`src/rtl/unidade_controle_rodadas_if.sv`:
```
// ---------------------------------------------------------------------------
// unidade_controle_rodadas_if
//
// Bundles the signals exchanged between the round-mode control unit and the
// memory-game datapath. clock and reset are not part of the bundle.
//
//   master : the control unit. It drives the datapath controls (zeraE,
//            contaE, zeraL, contaL, zeraR, registraR), the game status
//            (pronto, acertou, errou, timeout) and db_estado. It samples
//            iniciar, jogada, igual, fimE and fimL.
//   slave  : the datapath / top-level side, with the opposite directions.
// ---------------------------------------------------------------------------
interface unidade_controle_rodadas_if;
  // Status and requests into the control unit
  logic       iniciar;
  logic       jogada;
  logic       igual;
  logic       fimE;
  logic       fimL;
  // Datapath controls
  logic       zeraE;
  logic       contaE;
  logic       zeraL;
  logic       contaL;
  logic       zeraR;
  logic       registraR;
  // Game status
  logic       pronto;
  logic       acertou;
  logic       errou;
  logic       timeout;
  logic [3:0] db_estado;

  modport master (
    input  iniciar, jogada, igual, fimE, fimL,
    output zeraE, contaE, zeraL, contaL, zeraR, registraR,
    output pronto, acertou, errou, timeout, db_estado
  );

  modport slave (
    output iniciar, jogada, igual, fimE, fimL,
    input  zeraE, contaE, zeraL, contaL, zeraR, registraR,
    input  pronto, acertou, errou, timeout, db_estado
  );
endinterface

```
`src/rtl/unidade_controle_rodadas.sv`:
```
// ---------------------------------------------------------------------------
// unidade_controle_rodadas
//
// Moore control unit for the memory game in round mode. Each round replays
// positions 0..limit. The limit grows by one per completed round until the
// final round has been played. A cycle timer bounds the wait for each play.
//
// Ports:
//   clock : system clock. All state updates happen on the rising edge.
//   reset : synchronous, active-high. Returns the unit to INICIAL and clears
//           the timer.
//   bus   : unidade_controle_rodadas_if.master. Carries the datapath
//           controls, the game status, db_estado and the inputs
//           iniciar/jogada/igual/fimE/fimL.
//
// Parameter:
//   TIMEOUT_CICLOS : cycles allowed in ESPERA without a play (>= 2).
// ---------------------------------------------------------------------------
module unidade_controle_rodadas #(
  parameter int TIMEOUT_CICLOS = 5000
) (
  input  logic                       clock,
  input  logic                       reset,
  unidade_controle_rodadas_if.master bus
);

  localparam int              TW = $clog2(TIMEOUT_CICLOS);
  localparam logic [TW-1:0]   TC = TW'(TIMEOUT_CICLOS - 1);

  typedef enum logic [3:0] {
    INICIAL        = 4'h0,
    PREPARACAO     = 4'h1,
    ESPERA         = 4'h2,
    REGISTRA       = 4'h4,
    COMPARA        = 4'h5,
    PROXIMA        = 4'h6,
    PROXIMA_RODADA = 4'h7,
    FIM_ACERTO     = 4'hA,
    FIM_TIMEOUT    = 4'hD,
    FIM_ERRO       = 4'hE
  } estado_t;

  typedef struct packed {
    logic zeraE;
    logic contaE;
    logic zeraL;
    logic contaL;
    logic zeraR;
    logic registraR;
    logic pronto;
    logic acertou;
    logic errou;
    logic timeout;
  } saidas_t;

  estado_t       estado;
  estado_t       estado_prox;
  saidas_t       saidas;
  logic [TW-1:0] timer;
  logic          timer_fim;

  assign timer_fim = (timer == TC);

  // Moore output decode. It is applied to the next state, so the registered
  // outputs always match the state register.
  function automatic saidas_t decodifica(input estado_t e);
    saidas_t s;
    s = '0;
    case (e)
      PREPARACAO:     begin s.zeraE = 1'b1; s.zeraL = 1'b1; s.zeraR = 1'b1; end
      REGISTRA:       s.registraR = 1'b1;
      PROXIMA:        s.contaE = 1'b1;
      PROXIMA_RODADA: begin s.contaL = 1'b1; s.zeraE = 1'b1; end
      FIM_ACERTO:     begin s.pronto = 1'b1; s.acertou = 1'b1; end
      FIM_ERRO:       begin s.pronto = 1'b1; s.errou = 1'b1; end
      FIM_TIMEOUT:    begin s.pronto = 1'b1; s.errou = 1'b1; s.timeout = 1'b1; end
      default:        s = '0;
    endcase
    return s;
  endfunction

  always_comb begin
    // NOTE: default first, so no path through the case can infer a latch.
    estado_prox = estado;
    case (estado)
      INICIAL:        if (bus.iniciar) estado_prox = PREPARACAO;
      PREPARACAO:     estado_prox = ESPERA;
      ESPERA: begin
        // A play on the terminal-count cycle takes priority over timeout.
        if (bus.jogada)     estado_prox = REGISTRA;
        else if (timer_fim) estado_prox = FIM_TIMEOUT;
      end
      REGISTRA:       estado_prox = COMPARA;
      COMPARA: begin
        if (!bus.igual)     estado_prox = FIM_ERRO;
        else if (!bus.fimE) estado_prox = PROXIMA;
        else if (bus.fimL)  estado_prox = FIM_ACERTO;
        else                estado_prox = PROXIMA_RODADA;
      end
      PROXIMA:        estado_prox = ESPERA;
      PROXIMA_RODADA: estado_prox = ESPERA;
      FIM_ACERTO, FIM_ERRO, FIM_TIMEOUT:
                      if (bus.iniciar) estado_prox = PREPARACAO;
      default:        estado_prox = INICIAL;
    endcase
  end

  // NOTE: sequential state uses non-blocking assignments only, so every
  // register samples the pre-edge values of the others.
  always_ff @(posedge clock) begin
    if (reset) begin
      estado <= INICIAL;
      timer  <= '0;
      saidas <= '0;
    end else begin
      estado <= estado_prox;
      saidas <= decodifica(estado_prox);
      // The timer counts only while the unit stays in ESPERA. Any exit,
      // including the one at terminal count, clears it, so it never wraps
      // and every new entry to ESPERA starts from zero.
      if (estado == ESPERA && estado_prox == ESPERA) timer <= timer + 1'b1;
      else                                           timer <= '0;
    end
  end

  assign bus.zeraE     = saidas.zeraE;
  assign bus.contaE    = saidas.contaE;
  assign bus.zeraL     = saidas.zeraL;
  assign bus.contaL    = saidas.contaL;
  assign bus.zeraR     = saidas.zeraR;
  assign bus.registraR = saidas.registraR;
  assign bus.pronto    = saidas.pronto;
  assign bus.acertou   = saidas.acertou;
  assign bus.errou     = saidas.errou;
  assign bus.timeout   = saidas.timeout;
  assign bus.db_estado = estado;

endmodule

```
`src/flat_wrapper.sv`:
```
// flat-port wrapper written by rule: the top's interface ports become plain ports
module unidade_controle_rodadas_flat 
#(
  parameter int TIMEOUT_CICLOS = 5000
)
  (clock, reset, bus_iniciar, bus_jogada, bus_igual, bus_fimE, bus_fimL, bus_zeraE, bus_contaE, bus_zeraL, bus_contaL, bus_zeraR, bus_registraR, bus_pronto, bus_acertou, bus_errou, bus_timeout, bus_db_estado);
  unidade_controle_rodadas_if bus_i ();
  input  logic clock;
  input  logic reset;
  input wire logic [$bits(bus_i.iniciar)-1:0] bus_iniciar;
  input wire logic [$bits(bus_i.jogada)-1:0] bus_jogada;
  input wire logic [$bits(bus_i.igual)-1:0] bus_igual;
  input wire logic [$bits(bus_i.fimE)-1:0] bus_fimE;
  input wire logic [$bits(bus_i.fimL)-1:0] bus_fimL;
  output wire logic [$bits(bus_i.zeraE)-1:0] bus_zeraE;
  output wire logic [$bits(bus_i.contaE)-1:0] bus_contaE;
  output wire logic [$bits(bus_i.zeraL)-1:0] bus_zeraL;
  output wire logic [$bits(bus_i.contaL)-1:0] bus_contaL;
  output wire logic [$bits(bus_i.zeraR)-1:0] bus_zeraR;
  output wire logic [$bits(bus_i.registraR)-1:0] bus_registraR;
  output wire logic [$bits(bus_i.pronto)-1:0] bus_pronto;
  output wire logic [$bits(bus_i.acertou)-1:0] bus_acertou;
  output wire logic [$bits(bus_i.errou)-1:0] bus_errou;
  output wire logic [$bits(bus_i.timeout)-1:0] bus_timeout;
  output wire logic [$bits(bus_i.db_estado)-1:0] bus_db_estado;
  assign bus_i.iniciar = bus_iniciar;
  assign bus_i.jogada = bus_jogada;
  assign bus_i.igual = bus_igual;
  assign bus_i.fimE = bus_fimE;
  assign bus_i.fimL = bus_fimL;
  assign bus_zeraE = bus_i.zeraE;
  assign bus_contaE = bus_i.contaE;
  assign bus_zeraL = bus_i.zeraL;
  assign bus_contaL = bus_i.contaL;
  assign bus_zeraR = bus_i.zeraR;
  assign bus_registraR = bus_i.registraR;
  assign bus_pronto = bus_i.pronto;
  assign bus_acertou = bus_i.acertou;
  assign bus_errou = bus_i.errou;
  assign bus_timeout = bus_i.timeout;
  assign bus_db_estado = bus_i.db_estado;
  unidade_controle_rodadas #(.TIMEOUT_CICLOS(TIMEOUT_CICLOS)) u_core (.clock(clock), .reset(reset), .bus(bus_i));
endmodule
```
`config.mk`:
```
export PLATFORM = sky130hd
export DESIGN_NAME = unidade_controle_rodadas_flat
export DESIGN_NICKNAME = d
export VERILOG_FILES = /design/src/rtl/unidade_controle_rodadas_if.sv /design/src/rtl/unidade_controle_rodadas.sv /design/src/flat_wrapper.sv
export SDC_FILE = /design/constraint.sdc
export NUM_CORES = 1
export LEC_CHECK = 0
export BUFFER_PORTS_ARGS = -buffer_cell sky130_fd_sc_hd__buf_2
export CORE_MARGIN = 5
export CORE_UTILIZATION = 53
export CTS_CLUSTER_SIZE = 14
export DETAILED_ROUTE_END_ITERATION = 6
export GPL_ROUTABILITY_DRIVEN = 0
export PLACE_DENSITY = 0.75
export SLEW_MARGIN = 20
export SYNTH_ARGS = -nofsm -noshare
export SYNTH_HDL_FRONTEND = slang
export SYNTH_SLANG_ARGS = --single-unit
```
`constraint.sdc`:
```
create_clock -name clock -period 2.4 [get_ports clock]
set_input_delay 0.12 -clock clock [delete_from_list [all_inputs] [get_ports clock]]
set_output_delay 0.12 -clock clock [all_outputs]
set_load 0.02 [all_outputs]
```
Yosys cells after proc, flatten, opt, wreduce, memory -nomap -nowiden
Cells that the tools add are included.

Register bits after elaboration: 26. Bits in latches: 0. Memory bits (writable): 0. ROM bits: 0. Input bits: 7. Output and inout bits: 14. Logic and storage cells: 55. Memories: 0.

Add/subtract/negate cells: 1. $mul: 0. Div/mod/pow operators: 0. Magnitude comparators: 0. Eq/ne operators: 18. Shift-type cells: 0. Muxes and demuxes: 16. Bitwise operators: 1. Reductions and logical operators: 8.

Operator list (count): == test 4 x 3 -> 1 bit, second input constant (7); == test 4 bit, second input constant (6); 2-to-1 mux 4 bit (6); one-hot mux 4 bit (5 select lines) (1); adder 13 x 1 -> 13 bit, second input constant (1); == test 13 bit, second input constant (1); 2-to-1 mux 1 bit (9); == test 4 x 1 -> 1 bit, second input constant (2); == test 4 x 2 -> 1 bit, second input constant (2); OR reduction 2 bit (3); OR reduction 3 bit (2); logical NOT 4 bit (1); OR reduction 4 bit (1); logical AND 1 bit (1); NOT 1 bit (1).

Depth between registers and ports, before layout
Depth after elaboration: 8. Gate-level depth with buffers: 7. Mapped depth without buffers: 6.

Least setup slack after synthesis
OpenSTA, ideal clock, no wires.

Kind: flip-flop to flip-flop. Start: register u_core.estado[1] (netlist: u_core.bus.db_estado[1]). End: register u_core.timer[5]. Library setup time: 0.064 ns. Arrival time: 2.051 ns. Required time: 2.336 ns. Setup slack: 0.285 ns. Stages on the path, launching flop included: 7. Path buffers: 2. Clock period less this slack: 2.115 ns. Path through: dfxtp_1 -> buf_2 -> or4b_4 -> or2_0 -> or4b_4 -> buf_6 -> nor2_1.

Word-level cells in the longest chain between the ends: 7.

Ends and longest elaborated chain: from (decl) (line unidade_controle_rodadas.sv:56) `estado_t estado;`; from (signal assigned) (line unidade_controle_rodadas.sv:116) `estado <= estado_prox;`; == test 4 bit, or another cell as far along (line unidade_controle_rodadas.sv:85) `case (estado)`; OR reduction 4 bit (no line), or another cell as far along; one-hot mux 4 bit (5 select lines) (line unidade_controle_rodadas.sv:85); == test 4 x 2 -> 1 bit (line unidade_controle_rodadas.sv:121) `if (estado == ESPERA && estado_prox == ESPERA) timer <= timer + 1'b1;`; logical AND 1 bit * (line unidade_controle_rodadas.sv:121); NOT 1 bit (no line) *; OR reduction 2 bit (no line) *; to (signal assigned) (line unidade_controle_rodadas.sv:121); to (decl) (line unidade_controle_rodadas.sv:59) `logic [TW-1:0] timer;`.

Every way passes the cells marked *; elsewhere a longest branch is shown, timed or not. A chain may end at the register's enable or synchronous reset.

Worst setup path after layout
Start: register u_core.estado[1] (netlist: u_core.bus.db_estado[1]). End: register u_core.saidas, in the netlist u_core.bus.acertou.

Word-level cells in the longest chain between the ends: 5.

Ends and longest elaborated chain: == test 4 bit, or another cell as far along (line unidade_controle_rodadas.sv:85); OR reduction 4 bit (no line), or another cell as far along; one-hot mux 4 bit (5 select lines) * (line unidade_controle_rodadas.sv:85); == test 4 bit * (line unidade_controle_rodadas.sv:69) `case (e)`; 2-to-1 mux 1 bit * (line unidade_controle_rodadas.sv:69); to (signal assigned) (line unidade_controle_rodadas.sv:117) `saidas <= decodifica(estado_prox);`; to (decl) (line unidade_controle_rodadas.sv:58) `saidas_t saidas;`.

Marked as above.

==> flow_summary.yaml <==
synthesis:
  syn-cell-area_sq_um: 1132
  synth.most_common_cell: "dfxtp_1"
  yosys.area.top_type: "dfxtp_1"
  synthDistinctLibCells: 33
  synth_top_area_share_pct: 45.97
  synth_common_cells: "dfxtp_1, nor2_1, xor2_1, nand2_1, xnor2_1"
  async_flop_share_pct: 0
  synth_warnings: 0
  seq_area_frac_synth_pct: 45.97
  synthFlopType: "dfxtp_1"
  synth_edf_count: 0
  ys_top_cells_by_area: "dfxtp_1, nor2_1, xor2_1"
  syn-num-nets: 131
  avgSynthCellArea_sq_um: 9.206
  netlist_instances: 123
  ys_ff_latch: 26
timing:
  slew_viol_final: 0
  min_period_ns: 2.130
  max_slew_margin_pct: 73.07
  setup_tns_ns: 0
  finClkSkew_ns: 0.003653
  max_freq_mhz: 469.4
  rsz0062_at_grt: "false"
  worst_slack_ns: 0.2698
  setup_viol: 0
  finalHoldViolCount: 0
  worst_slew_pin_slew_ns: 0.4040
  min_period_over_period_pct: 88.76
cts:
  tritoncts: "done"
  clkTransAtPathRegs_ns: 0.13
  cts_root_buf: "clkbuf_4"
  hold_buffers: 0
  cts_sinks: 26
  ctsResizeCount: 0
  post_cts_buffers: 0
  clk_latency_ns: 0.31
  cts_buffers: 3
  clock_path_buffers: 2
  htreeDepth: 1
pwr:
  powerDensity_nw_per_um2: 619.1
  sw_frac_of_total_pct: 25.92
  seqPwrFrac_pct: 57.9
  p_leak_nw: 0.5253
  clkPwrFrac_pct: 26.9
  p_int_w: 0.0005882
  p_sw_w: 0.0002058
  peakVddDrop_mv: 0.5455
  p_comb_share_pct: 15.2
worst_setup_path:
  critPathLaunchType: "register"
  end_kind: "register"
  path_buf_inv: 0
  r2r_cells: 5
  crit_cells: 5
  worstPathCellList: "or4b_4, or2_0, o22ai_1, and2b_1, nor4b_1"
  reg2reg_from: "u_core.bus.db_estado[1]$_SDFF_PP0_"
  crit_fanout: 9
  crit_arrival_ns: 2.36
  cp_slowest_cell: "or4b_4"
  crit_required_ns: 2.62
  slowest_delay_ns: 0.52
  crit_family: "simple AND/OR/NAND/NOR gates"
  critPathLaunch: "u_core.bus.db_estado[1]$_SDFF_PP0_"
  path_class: "register to register"
finish:
  multi_input_area_sq_um: 558.0
  diodes: 0
  drive_gt1_share_pct: 19.31
  syn_to_final_growth_pct: 13.26
  nets: 154
  fillCellCount: 178
  final-seq-area_sq_um: 520.5
  utilization_pct: 64.06
  design_area_sq_um: 1282
route:
  drt-initial-drc-count: 14
  wl_per_cell_um: 13.09
  vias_per_cell: 5.355
  dr.pass1.iters: 4
  wirelength_um: 2252
  ant_nets: 0
  drc: 0
  vias: 921
floorplanning:
  start_util_pct: 56.56
  die_h_um: 56.22
  fp.dieW_um: 56.22
  rows: 16
  core_area_sq_um: 2002
  die_area_sq_um: 3161
  num_io_pins: 21
placed_design:
  placed_area_sq_um: 1246
  dp_hpwl_um: 1715
  port_buffers: 20
  preCtsSetupSlack_ns: 0.2826
hold_path:
  hp-class: "input pin to register"
  worstHoldStart: "reset"
  min_path_cells: 2
global_routing:
  grt_max_degree: 15
  grt_pass1_vias: 906
  antenna_found_initial: 0
  gr-total-overflow: 0
  grt_pass1_wl_um: 3988
  grt_use_total_pct: 15.17
flow_run:
  cap_violations: 0
outcome:
  status: "finished, final reports clean"
[cell type report]
cell class / instances / share of cell area (%)
multi-input cells: 88 / 43.51
clock buffers: 4 / 2.829
well taps: 27 / 2.634
repair buffers: 22 / 8.976
flip-flops and latches: 26 / 40.59
inverters: 5 / 1.463
[registers in the layout, indices dropped and copies added, names as in the netlist]
signal / cells
u_core.bus.contaL: 1
u_core.bus.registraR: 1
u_core.bus.contaE: 1
u_core.bus.zeraL: 1
u_core.bus.acertou: 1
u_core.bus.timeout: 1
u_core.bus.zeraE: 1
u_core.bus.errou: 1
u_core.timer: 13
u_core.bus.db_estado: 4
u_core.bus.pronto: 1
[cells by family (layout without fill, tap and decap cells)]
kind of cell	Yosys count	count (layout)	synth area share, %
buf+inv	9	31	4.751
simple gates	59	59	29.39
flops	26	26	45.97
xor+xnor	14	14	10.83
fa+ha+maj	1	1	1.105
compound gates	14	14	7.956
[power groups by stage]
stage          Clock [W]  Combinational, W  Sequential [W]
6_report        0.000214          0.000120        0.000460
4_1_cts         0.000217          0.000121        0.000460
3_5_place_dp           0          0.000121        0.000469
2_1_floorplan          0         0.0000810        0.000477
3_3_place_gp           0          0.000117        0.000468
5_1_grt         0.000235          0.000133        0.000463
[path summary, 6_finish.rpt]
path	endpoint	slack, ns
worst max-delay path	u_core.bus.acertou$_SDFF_PP0_	0.27
worst min-delay path	u_core.bus.timeout$_SDFF_PP0_	0.06
worst max register to register	u_core.bus.acertou$_SDFF_PP0_	0.27
worst min register to register	u_core.timer[0]$_SDFF_PP0_	0.48
[cells in the final DEF, fill, tap and decap left out, types with 2 or more instances in the layout]
cell type  instances
a21oi_1            4
clkbuf_4           3
a31oi_1            3
nand3_1            3
nand2b_1           3
nor3b_1            2
or4b_4             2
nand3b_1           3
and3_1             3
inv_1              5
buf_4              2
dfxtp_1           26
nand2_1            7
nor2b_1            2
nor2_1            20
nor3_1             2
o22ai_1            4
and4b_1            2
xor2_1             8
buf_2             20
nand4_1            3
xnor2_1            6
[through the flow]
stage / total power (W) / instances / hold slack (ns)
after floorplan: 0.0005578 / 123 / 0.1891
after global placement: 0.0005853 / 168 / 0.3943
after detailed placement: 0.0005898 / 168 / 0.3995
after CTS: 0.0007973 / 172 / 0.05569
after global routing: 0.0008323 / 172 / 0.08213
final: 0.0007939 / 172 / 0.06236
[routing by layer]
layer  global-route usage (%)  part of all wire [%]  vias to the layer above
li1                         -                     -                      469
met1                    20.03                    49                      431
met2                    24.87                    45                       21
met3                    4.408                   6.0                        0
met4                    2.373                     0                        0
met5                        0                     0                        -
(Power assumes the default switching activity.)
